[src/rtl/wave_gen.sv]
// Multi-mode waveform generator (triangle, rising/falling saw, square) within a [lo, hi] window.
// All outputs registered; a sample updates on the tick edge. Free-running source with no backpressure.
module wave_gen #(
  parameter int WIDTH = 8,
  parameter int DIV_W = 16
) (
  input  logic             clk,
  input  logic             rst,
  input  logic             en,
  input  logic [1:0]       mode,
  input  logic [WIDTH-1:0] lo,
  input  logic [WIDTH-1:0] hi,
  input  logic [WIDTH-1:0] step,
  input  logic [DIV_W-1:0] div,
  output logic [WIDTH-1:0] wave,
  output logic             dir,
  output logic             period
);

  typedef struct packed {
    logic [1:0]       mode;
    logic [WIDTH-1:0] lo;
    logic [WIDTH-1:0] hi;
    logic [WIDTH-1:0] step;
    logic [DIV_W-1:0] div;
  } cfg_t;

  localparam cfg_t CFG_RST = {2'b00, {WIDTH{1'b0}}, {WIDTH{1'b1}}, WIDTH'(1), {DIV_W{1'b0}}};

  cfg_t             cfg;
  logic [DIV_W-1:0] pc;
  logic [WIDTH-1:0] sq;
  logic             tick;

  logic [WIDTH-1:0] s_w, dn_w;
  logic [WIDTH:0]   s_x, lo_x, hi_x, w_x, up_x, lo_step_x;
  logic [WIDTH-1:0] wave_nxt, sq_nxt;
  logic             dir_nxt, period_nxt;

  assign tick = (pc == cfg.div);

  always_comb begin
    // A zero ramp step would stall the ramp, so it runs as 1; square uses step as a tick count.
    s_w = cfg.step;
    if (cfg.mode != 2'd3 && cfg.step == '0)
      s_w = WIDTH'(1);
    s_x       = {1'b0, s_w};
    lo_x      = {1'b0, cfg.lo};
    hi_x      = {1'b0, cfg.hi};
    w_x       = {1'b0, wave};
    up_x      = w_x + s_x;
    lo_step_x = lo_x + s_x;
    dn_w      = wave - s_w;

    wave_nxt   = wave;
    dir_nxt    = (cfg.mode == 2'd0) ? dir : 1'b0;
    period_nxt = 1'b0;
    sq_nxt     = sq;

    if (cfg.lo >= cfg.hi) begin
      wave_nxt = cfg.lo;
      dir_nxt  = 1'b0;
    end else if (tick) begin
      case (cfg.mode)
        2'd0: begin
          if (!dir) begin
            if (up_x >= hi_x) begin
              wave_nxt = cfg.hi;
              dir_nxt  = 1'b1;
            end else begin
              wave_nxt = up_x[WIDTH-1:0];
            end
          end else if (w_x <= lo_step_x) begin
            wave_nxt   = cfg.lo;
            dir_nxt    = 1'b0;
            period_nxt = 1'b1;
          end else begin
            wave_nxt = dn_w;
          end
        end
        2'd1: begin
          if (up_x > hi_x) begin
            wave_nxt   = cfg.lo;
            period_nxt = 1'b1;
          end else begin
            wave_nxt = up_x[WIDTH-1:0];
          end
        end
        2'd2: begin
          if (w_x < lo_step_x) begin
            wave_nxt   = cfg.hi;
            period_nxt = 1'b1;
          end else begin
            wave_nxt = dn_w;
          end
        end
        default: begin
          if (sq == cfg.step) begin
            sq_nxt = '0;
            if (wave == cfg.lo) begin
              wave_nxt   = cfg.hi;
              period_nxt = 1'b1;
            end else begin
              wave_nxt = cfg.lo;
            end
          end else begin
            sq_nxt = sq + 1'b1;
          end
        end
      endcase
    end
  end

  always_ff @(posedge clk or posedge rst) begin
    if (rst) begin
      cfg    <= CFG_RST;
      pc     <= '0;
      sq     <= '0;
      wave   <= '0;
      dir    <= 1'b0;
      period <= 1'b0;
    end else if (!en) begin
      cfg    <= {mode, lo, hi, step, div};
      pc     <= '0;
      sq     <= '0;
      wave   <= lo;
      dir    <= 1'b0;
      period <= 1'b0;
    end else begin
      pc     <= tick ? '0 : pc + 1'b1;
      sq     <= sq_nxt;
      wave   <= wave_nxt;
      dir    <= dir_nxt;
      period <= period_nxt;
    end
  end

endmodule

[config.mk]
export PLATFORM = sky130hd
export DESIGN_NAME = wave_gen
export DESIGN_NICKNAME = d
export VERILOG_FILES = /design/src/rtl/wave_gen.sv
export SDC_FILE = /design/constraint.sdc
export NUM_CORES = 1
export LEC_CHECK = 0
export CORE_MARGIN = 2
export CORE_UTILIZATION = 45
export DETAILED_ROUTE_END_ITERATION = 7
export PLACE_DENSITY = 0.65
export SLEW_MARGIN = 20
export SYNTH_ARGS = -nofsm -noshare
export SYNTH_HDL_FRONTEND = slang
export SYNTH_SLANG_ARGS = --single-unit
[constraint.sdc]
create_clock -name clk -period 4.9 [get_ports clk]
set_input_delay 1.47 -clock clk [delete_from_list [all_inputs] [get_ports clk]]
set_output_delay 1.47 -clock clk [all_outputs]
set_load 0.02 [all_outputs]
==> flow_summary_export.csv, run 1 <==
group,metric,value,unit
power_and_ir_drop,leakagePower,0.002937,uW
finish,post-route-util,0.5448,
hold_path,hp-class,"flop to flop",
logic_synthesis,synth-seq-cells,76,
timing,fin_tns_setup,0,ns
logic_synthesis,yosysWarnings,0,
finish,antenna_cells,0,
clocking,cts_num_sinks,76,
logic_synthesis,netlist_top_cells_area,"dfrtp_1 29%, ha_1 12%, xnor2_1 7.3%, mux2_2 7.3%, dfstp_2 4.1%",
drt,drt-initial-drc-count,262,
drt,drt_pass1_iterations,5,
placed_design,place_ws,0.1014,ns
clocking,post_cts_buffers,0,
setup_path,r2r_setup_slack,0.28,ns
setup_path,crit_arrival,4.84,ns
logic_synthesis,syn_nets,699,
setup_path,critPathCapture,"wave[7]",
timing,min_period_over_period,0.9437,
grt,grt.total_usage,0.2407,
timing,layout_min_cycle_time,4.624,ns
finish,fin_nets,752,
setup_path,reg2reg_depth,19,
logic_synthesis,syn_area_per_cell,9.597,sq um
timing,slew_viol_final,0,
clocking,cts_root_buffer,"clkbuf_16",
setup_path,startpoint,"cfg[17]",
grt,grt_pass1_wl,24.92,mm
setup_path,crit_fanout,6,
placed_design,dp_cells,811,
finish,drive_gt1_frac,0.1527,
timing,slew_headroom,0.4414,
drt,routed-via-count,4752,
logic_synthesis,ys.flop_type,"dfrtp_1",
clocking,cts_resized,0,
job,cap_viol_max_count,0,
floorplanning,die_area,13650,sq um
drt,wl_per_cell,19.00,um
setup_path,r2r-end,"wave[7]",
floorplanning,die_height,116.8,um
floorplanning,die_w,116.8,um
finish,area_growth,19.02,%
timing,holdWs,0.5337,ns
setup_path,path_class,"flop to flop",
floorplanning,ios,55,
timing,finalSetupViolations,0,
setup_path,r2r-start,"cfg[17]",
finish,final_cells,827,
logic_synthesis,synth_common_cells,"67 x dfrtp_1, 54 x ha_1, 49 x nor2_1",
timing,skew,0.009419,ns
clocking,h-tree-depth,3,
logic_synthesis,syn_area,5729,sq um
setup_path,cp_slowest_cell,"dfrtp_2",
setup_path,cpPeakStageDelay,0.46,ns
grt,grt_pass1_vias,4808,
clocking,tritoncts,"built",
timing,finalHoldViolations,0,
floorplanning,coreArea,12520,sq um
drt,wl,15.71,mm
setup_path,crit_path_start_kind,"flop",
placed_design,place_congestion,0.9468,
timing,max_clock_freq,216.3,MHz
setup_path,cp_data_required_time,5.11,ns
setup_path,endpoint_kind,"flop",
logic_synthesis,synth-seq-area-share,0.3339,
timing,rsz0062_at_grt,"false",
placed_design,io_buffers,54,
floorplanning,initial_utilization,0.4577,
clocking,hold_buffers,0,
grt,antenna_found_initial,0,
clocking,clk_pin_slew,0.06,ns
finish,fill_cells,1136,
grt,grt_max_degree,47,
logic_synthesis,syn_inst,597,
drt,drtAntennaViolNets,0,
logic_synthesis,synth_top_area_frac,0.2926,
logic_synthesis,yosysUniqueCellTypes,75,
logic_synthesis,synth.most_common_cell,"dfrtp_1",
power_and_ir_drop,vdd_ir_drop_max,181.1,uV
clocking,clk_path_buf_depth,2,
clocking,clock_latency,0.34,ns
drt,drc,0,
timing,setup_slack,0.2760,ns
clocking,cts_buffers,9,
power_and_ir_drop,power.density,410.1,nW/um^2
drt,avgViaCountPerCell,5.746,
grt,grt_overflow,0,
setup_path,crit_top_cell,"ha_1",
logic_synthesis,synth_edf_count,0,
setup_path,worstPathCellList,"nor4_2, a41o_1, ha_1, inv_1, fa_2, nor3_4, o31ai_2, nand2b_1, a21oi_2, xor2_2, ha_1, a211o_1, o221a_1, o31ai_1, a32o_2, mux2_4, a221oi_2, o21ai_1, a221o_1",
outcome,status,"finished clean",
logic_synthesis,synthArstFlopShare,1.000,
floorplanning,fp-row-count,41,
timing,worst_slew_pin_slew,0.8370,ns
placed_design,hpwlAfterDp,12.34,mm
logic_synthesis,synth_top_area_cell,"dfrtp_1",
==> worst min path at each step <==
stage / depth (start not counted) / slack, ns / start / endpoint
global placement: 1 / 0.51 / sq[7] / sq[7]
floorplan: 1 / 0.47 / sq[7] / sq[7]
detailed placement: 1 / 0.52 / cfg[9] / cfg[9]
global route: 1 / 0.55 / cfg[6] / cfg[6]
CTS: 1 / 0.53 / cfg[9] / cfg[9]
finish: 1 / 0.53 / cfg[9] / cfg[9]
==> power by group <==
part	internal, uW	switching, uW
Sequential	688	96.3
Combinational	602	714
Clock	423	274
==> cells in the final DEF, fill, tap and decap left out, types with 8 or more instances in the layout <==
| cell | synthesis | final |
|---|---|---|
| nand3_1 | 17 | 17 |
| clkdlybuf4s50_1 | 0 | 53 |
| o21a_1 | 8 | 8 |
| a21o_1 | 12 | 12 |
| nand4_1 | 15 | 15 |
| mux2_2 | 37 | 37 |
| xor2_1 | 15 | 14 |
| ha_1 | 54 | 54 |
| xnor2_1 | 48 | 48 |
| nand2_1 | 21 | 21 |
| o31ai_1 | 10 | 10 |
| nand2b_1 | 10 | 10 |
| nor2b_1 | 16 | 16 |
| o21ai_0 | 20 | 20 |
| dfrtp_1 | 67 | 66 |
| dfstp_2 | 9 | 9 |
| a21oi_1 | 22 | 21 |
| nor2_1 | 49 | 49 |
| buf_4 | 1 | 12 |
| clkbuf_16 | 0 | 9 |
| inv_1 | 40 | 39 |
==> per-layer routing <==
metal	up-vias	part of all wire	track usage
li1	2247	-	-
met1	2303	0.45	0.3253
met2	153	0.46	0.3784
met3	49	0.047	0.04737
met4	0	0.039	0.1027
met5	-	0	0
==> sequential cells by signal (all words and copies together) (netlist names) <==
signal,count
pc,16
sq,8
cfg,42
period,1
dir,1
wave,8
==> logic make-up (layout without fill, tap and decap cells) <==
| kind of cell | Yosys count | after routing | synth area share |
|---|---|---|---|
| AO/OA/AOI/OAI | 136 | 136 | 0.1725 |
| XOR/XNOR | 63 | 63 | 0.09631 |
| adder cells (fa/ha/maj) | 57 | 57 | 0.1284 |
| buffers and inverters | 66 | 124 | 0.04564 |
| flip-flops | 76 | 76 | 0.3339 |
| multiplexers | 41 | 41 | 0.08058 |
| AND/OR/NAND/NOR | 158 | 158 | 0.1426 |
==> critical path: cells and delay by family, from the launching register on <==
| family | cells | cell delay, ns |
|---|---|---|
| compound gates | 10 | 2.06 |
| xor+xnor | 1 | 0.21 |
| fa+ha+maj | 3 | 0.85 |
| buf+inv | 1 | 0.05 |
| flops | 1 | 0.46 |
| mux | 1 | 0.30 |
| simple gates | 3 | 0.58 |
==> final cells by class <==
class | count | area, sq um | share of cell area
clock buffer | 11 | 252.7 | 0.03706
inverter | 42 | 158.9 | 0.02330
clock inverter | 5 | 60.06 | 0.008807
timing repair buffer | 66 | 625.6 | 0.09174
sequential | 76 | 1914 | 0.2807
tap | 172 | 215.2 | 0.03156
multi-input combinational | 455 | 3592 | 0.5268
==> through the flow <==
| step | power, uW | area [sq um] |
|---|---|---|
| after global placement | 2040 | 6466 |
| after floorplan | 1684 | 5729 |
| after global routing | 2975 | 6819 |
| final | 2797 | 6819 |
| after detailed placement | 2059 | 6466 |
| after CTS | 2763 | 6779 |
(Power assumes the default switching activity.)
==> inputs of run 2 (changes only) <==
--- a/config.mk
+++ b/config.mk
@@ -7,2 +7,3 @@
 export LEC_CHECK = 0
+export ABC_AREA = 1
 export CORE_MARGIN = 2
--- a/constraint.sdc
+++ b/constraint.sdc
@@ -3,2 +3,2 @@
 set_output_delay 1.47 -clock clk [all_outputs]
-set_load 0.02 [all_outputs]
+set_load 0.1 [all_outputs]
==> flow_summary_export.csv, run 2 <==
group,metric,value,unit
outcome,status,"finished clean",
grt,grt_pass1_vias,5598,
grt,grt.total_usage,0.2601,
grt,antenna_found_initial,0,
power_and_ir_drop,p_seq_frac,0.244,
power_and_ir_drop,p_int,1716,uW
logic_synthesis,yosysUniqueCellTypes,49,
finish,drive_gt1_frac,0.08170,
logic_synthesis,syn_inst,870,
timing,slew_viol_final,0,
clocking,clock_latency,0.34,ns
timing,max_clock_freq,230.0,MHz
drt,wl_per_cell,16.48,um
grt,grt_pass1_wl,29.59,mm
placed_design,io_buffers,54,
finish,mostFrequentLayoutCells,"237 x nand2_1, 95 x inv_1, 72 x nand3_1, 67 x dfrtp_1, 55 x a21oi_1",
drt,top_layer_used,"met4",
power_and_ir_drop,combinationalPowerShare,0.553,
timing,finalSetupViolations,0,
finish,layout_commonest_cell,"nand2_1",
timing,holdWs,0.4966,ns
timing,slew_headroom,0.3518,
logic_synthesis,synth-seq-cells,76,
power_and_ir_drop,p_clk_frac,0.202,
power_and_ir_drop,vdd_ir_drop_max,199.4,uV
logic_synthesis,synth.most_common_cell,"nand2_1",
finish,reg.largest.list,"cfg x42, pc x16",
clocking,clk_path_buf_depth,2,
setup_path,crit_fanout,8,
setup_path,endpoint_kind,"flop",
timing,rsz0062_at_grt,"false",
logic_synthesis,syn_area,6270,sq um
logic_synthesis,synthArstFlopShare,1.000,
finish,final_cell_area,7242,sq um
logic_synthesis,ys.flop_type,"dfrtp_1",
power_and_ir_drop,swShare,0.4841,
floorplanning,coreArea,13720,sq um
setup_path,r2r-end,"wave[5]",
logic_synthesis,synth_top_area_frac,0.2674,
setup_path,critPathTopFamily,"simple AND/OR/NAND/NOR gates",
finish,antenna_cells,0,
timing,min_period_over_period,0.8872,
setup_path,cp_data_required_time,5.13,ns
clocking,cts_buffers,9,
finish,fin_nets,1015,
timing,finalHoldViolations,0,
setup_path,path_class,"flop to flop",
floorplanning,die_w,122.0,um
finish,largest_register,"cfg",
setup_path,crit_top_cell,"nand2_1",
drt,drt_pass1_iterations,5,
logic_synthesis,yosysWarnings,0,
job,cap_viol_max_count,0,
clocking,tritoncts,"built",
floorplanning,initial_utilization,0.4570,
finish,largest_reg_flops,42,
floorplanning,die_height,122.0,um
clocking,h-tree-depth,3,
logic_synthesis,syn_area_per_cell,7.207,sq um
grt,grt_overflow,0,
hold_path,whs_path_depth,2,
hold_path,hold_start,"cfg[6]",
hold_path,hp-class,"flop to flop",
setup_path,r2r-start,"cfg[40]",
placed_design,dpl-instance-area,6922,sq um
power_and_ir_drop,p_sw,1610,uW
logic_synthesis,syn_nets,972,
drt,wl_met3,1.254,mm
setup_path,crit_path_start_kind,"flop",
clocking,post_cts_buffers,0,
placed_design,place_congestion,1.003,
timing,worst_slew_pin_slew,0.9693,ns
drt,drc,0,
clocking,cts_root_buffer,"clkbuf_16",
logic_synthesis,synth_edf_count,0,
logic_synthesis,synth_top_area_cell,"dfrtp_1",
floorplanning,fp-row-count,43,
timing,fin_tns_setup,0,ns
logic_synthesis,synth-seq-area-share,0.3051,
setup_path,startpoint,"cfg[40]",
power_and_ir_drop,power.total,3325,uW
drt,routed-via-count,5866,
power_and_ir_drop,power.density,459.2,nW/um^2
setup_path,cp_slowest_cell,"dfrtp_1",
power_and_ir_drop,leakagePower,0.003500,uW
drt,wl_met1,8.168,mm
setup_path,reg2reg_depth,28,
setup_path,cpPeakStageDelay,0.41,ns
setup_path,cp_num_buf_inv,3,
timing,skew,0.01267,ns
drt,wl,18.09,mm
logic_synthesis,netlist_top_cells_area,"dfrtp_1 27%, nand2_1 14%, ha_1 11%, inv_1 5.9%, nand3_1 5.8%",
timing,layout_min_cycle_time,4.347,ns
drt,drt-initial-drc-count,551,
drt,drtAntennaViolNets,0,
floorplanning,ios,55,
clocking,cts_num_sinks,76,
logic_synthesis,synth_common_cells,"239 x nand2_1, 98 x inv_1, 73 x nand3_1",
hold_path,min_to,"cfg[6]",
drt,wl_met2,8.030,mm
setup_path,r2r_setup_slack,0.55,ns
placed_design,hpwlAfterDp,14.03,mm
drt,avgViaCountPerCell,5.342,
setup_path,crit_arrival,4.57,ns
floorplanning,die_area,14890,sq um
grt,grt_max_degree,46,
clocking,clk_pin_slew,0.06,ns
finish,area_growth,15.51,%
-- run 2: changes by cell type after synthesis, moves of 27 or more --
cell | before | now
nand2_1 | 21 | 239
mux2_2 | 37 | 0
xnor2_1 | 48 | 15
a21oi_1 | 22 | 55
nand3_1 | 17 | 73
inv_1 | 40 | 98
o21ai_0 | 20 | 47
-- run 2: logic make-up (layout without fill, tap and decap cells) --
group,count (synthesis),count (layout),share of synthesized area
compound gates,130,130,0.1157
xor+xnor,47,47,0.06566
fa+ha+maj,57,57,0.1173
buf+inv,135,183,0.09379
flops,76,76,0.3051
simple gates,425,425,0.3023
-- run 2: tightest hold or removal path, cell delays in order, from the launching register on --
cell and delay, ns:
dfrtp_1 0.36, nand2_1 0.06, nand2_1 0.05
-- run 2: cell type report --
class,count,area [sq um]
Fill cell,1340,6477
Multi-Input combinational cell,659,3786
Sequential cell,76,1913
Timing Repair Buffer,64,615.6
Inverter,103,399.1
Clock buffer,11,252.7
Tap cell,180,225.2
Clock inverter,5,50.05
-- run 2: how the worst max path moves through the flow --
stage,to,depth (start not counted)
final,wave[5],28
after global routing,wave[5],28
after CTS,wave[0],27
after detailed placement,wave[0],27
after global placement,wave[0],27
after floorplan,wave[4],26
-- run 2: stage by stage --
step / utilization / setup WS [ns] / std cells
final: 0.5279 / 0.5527 / 1098
after global routing: 0.5279 / 0.1120 / 1098
after CTS: 0.5266 / 0.1815 / 1098
after detailed placement: 0.5045 / 0.1910 / 1082
after global placement: 0.5045 / 0.1677 / 1082
after floorplan: - / 1.067 / 870
-- run 2: routing by layer --
layer,global-route usage,up-vias
met1,0.3576,2677
met5,0,-
li1,-,2929
met4,0.1099,0
met3,0.04588,46
met2,0.4033,214
-- run 2: repair_timing --
item,in CTS,in global routing
gates resized for setup,0,5
setup endpoints to repair,0,9
hold buffers,0,0
-- run 2: power groups by stage --
stage | sequential, uW | clock [uW] | combinational, uW
2_1_floorplan | 942 | 0 | 1200
3_3_place_gp | 820 | 0 | 1810
3_5_place_dp | 821 | 0 | 1800
4_1_cts | 811 | 686 | 1810
5_1_grt | 820 | 717 | 2060
6_report | 812 | 673 | 1840
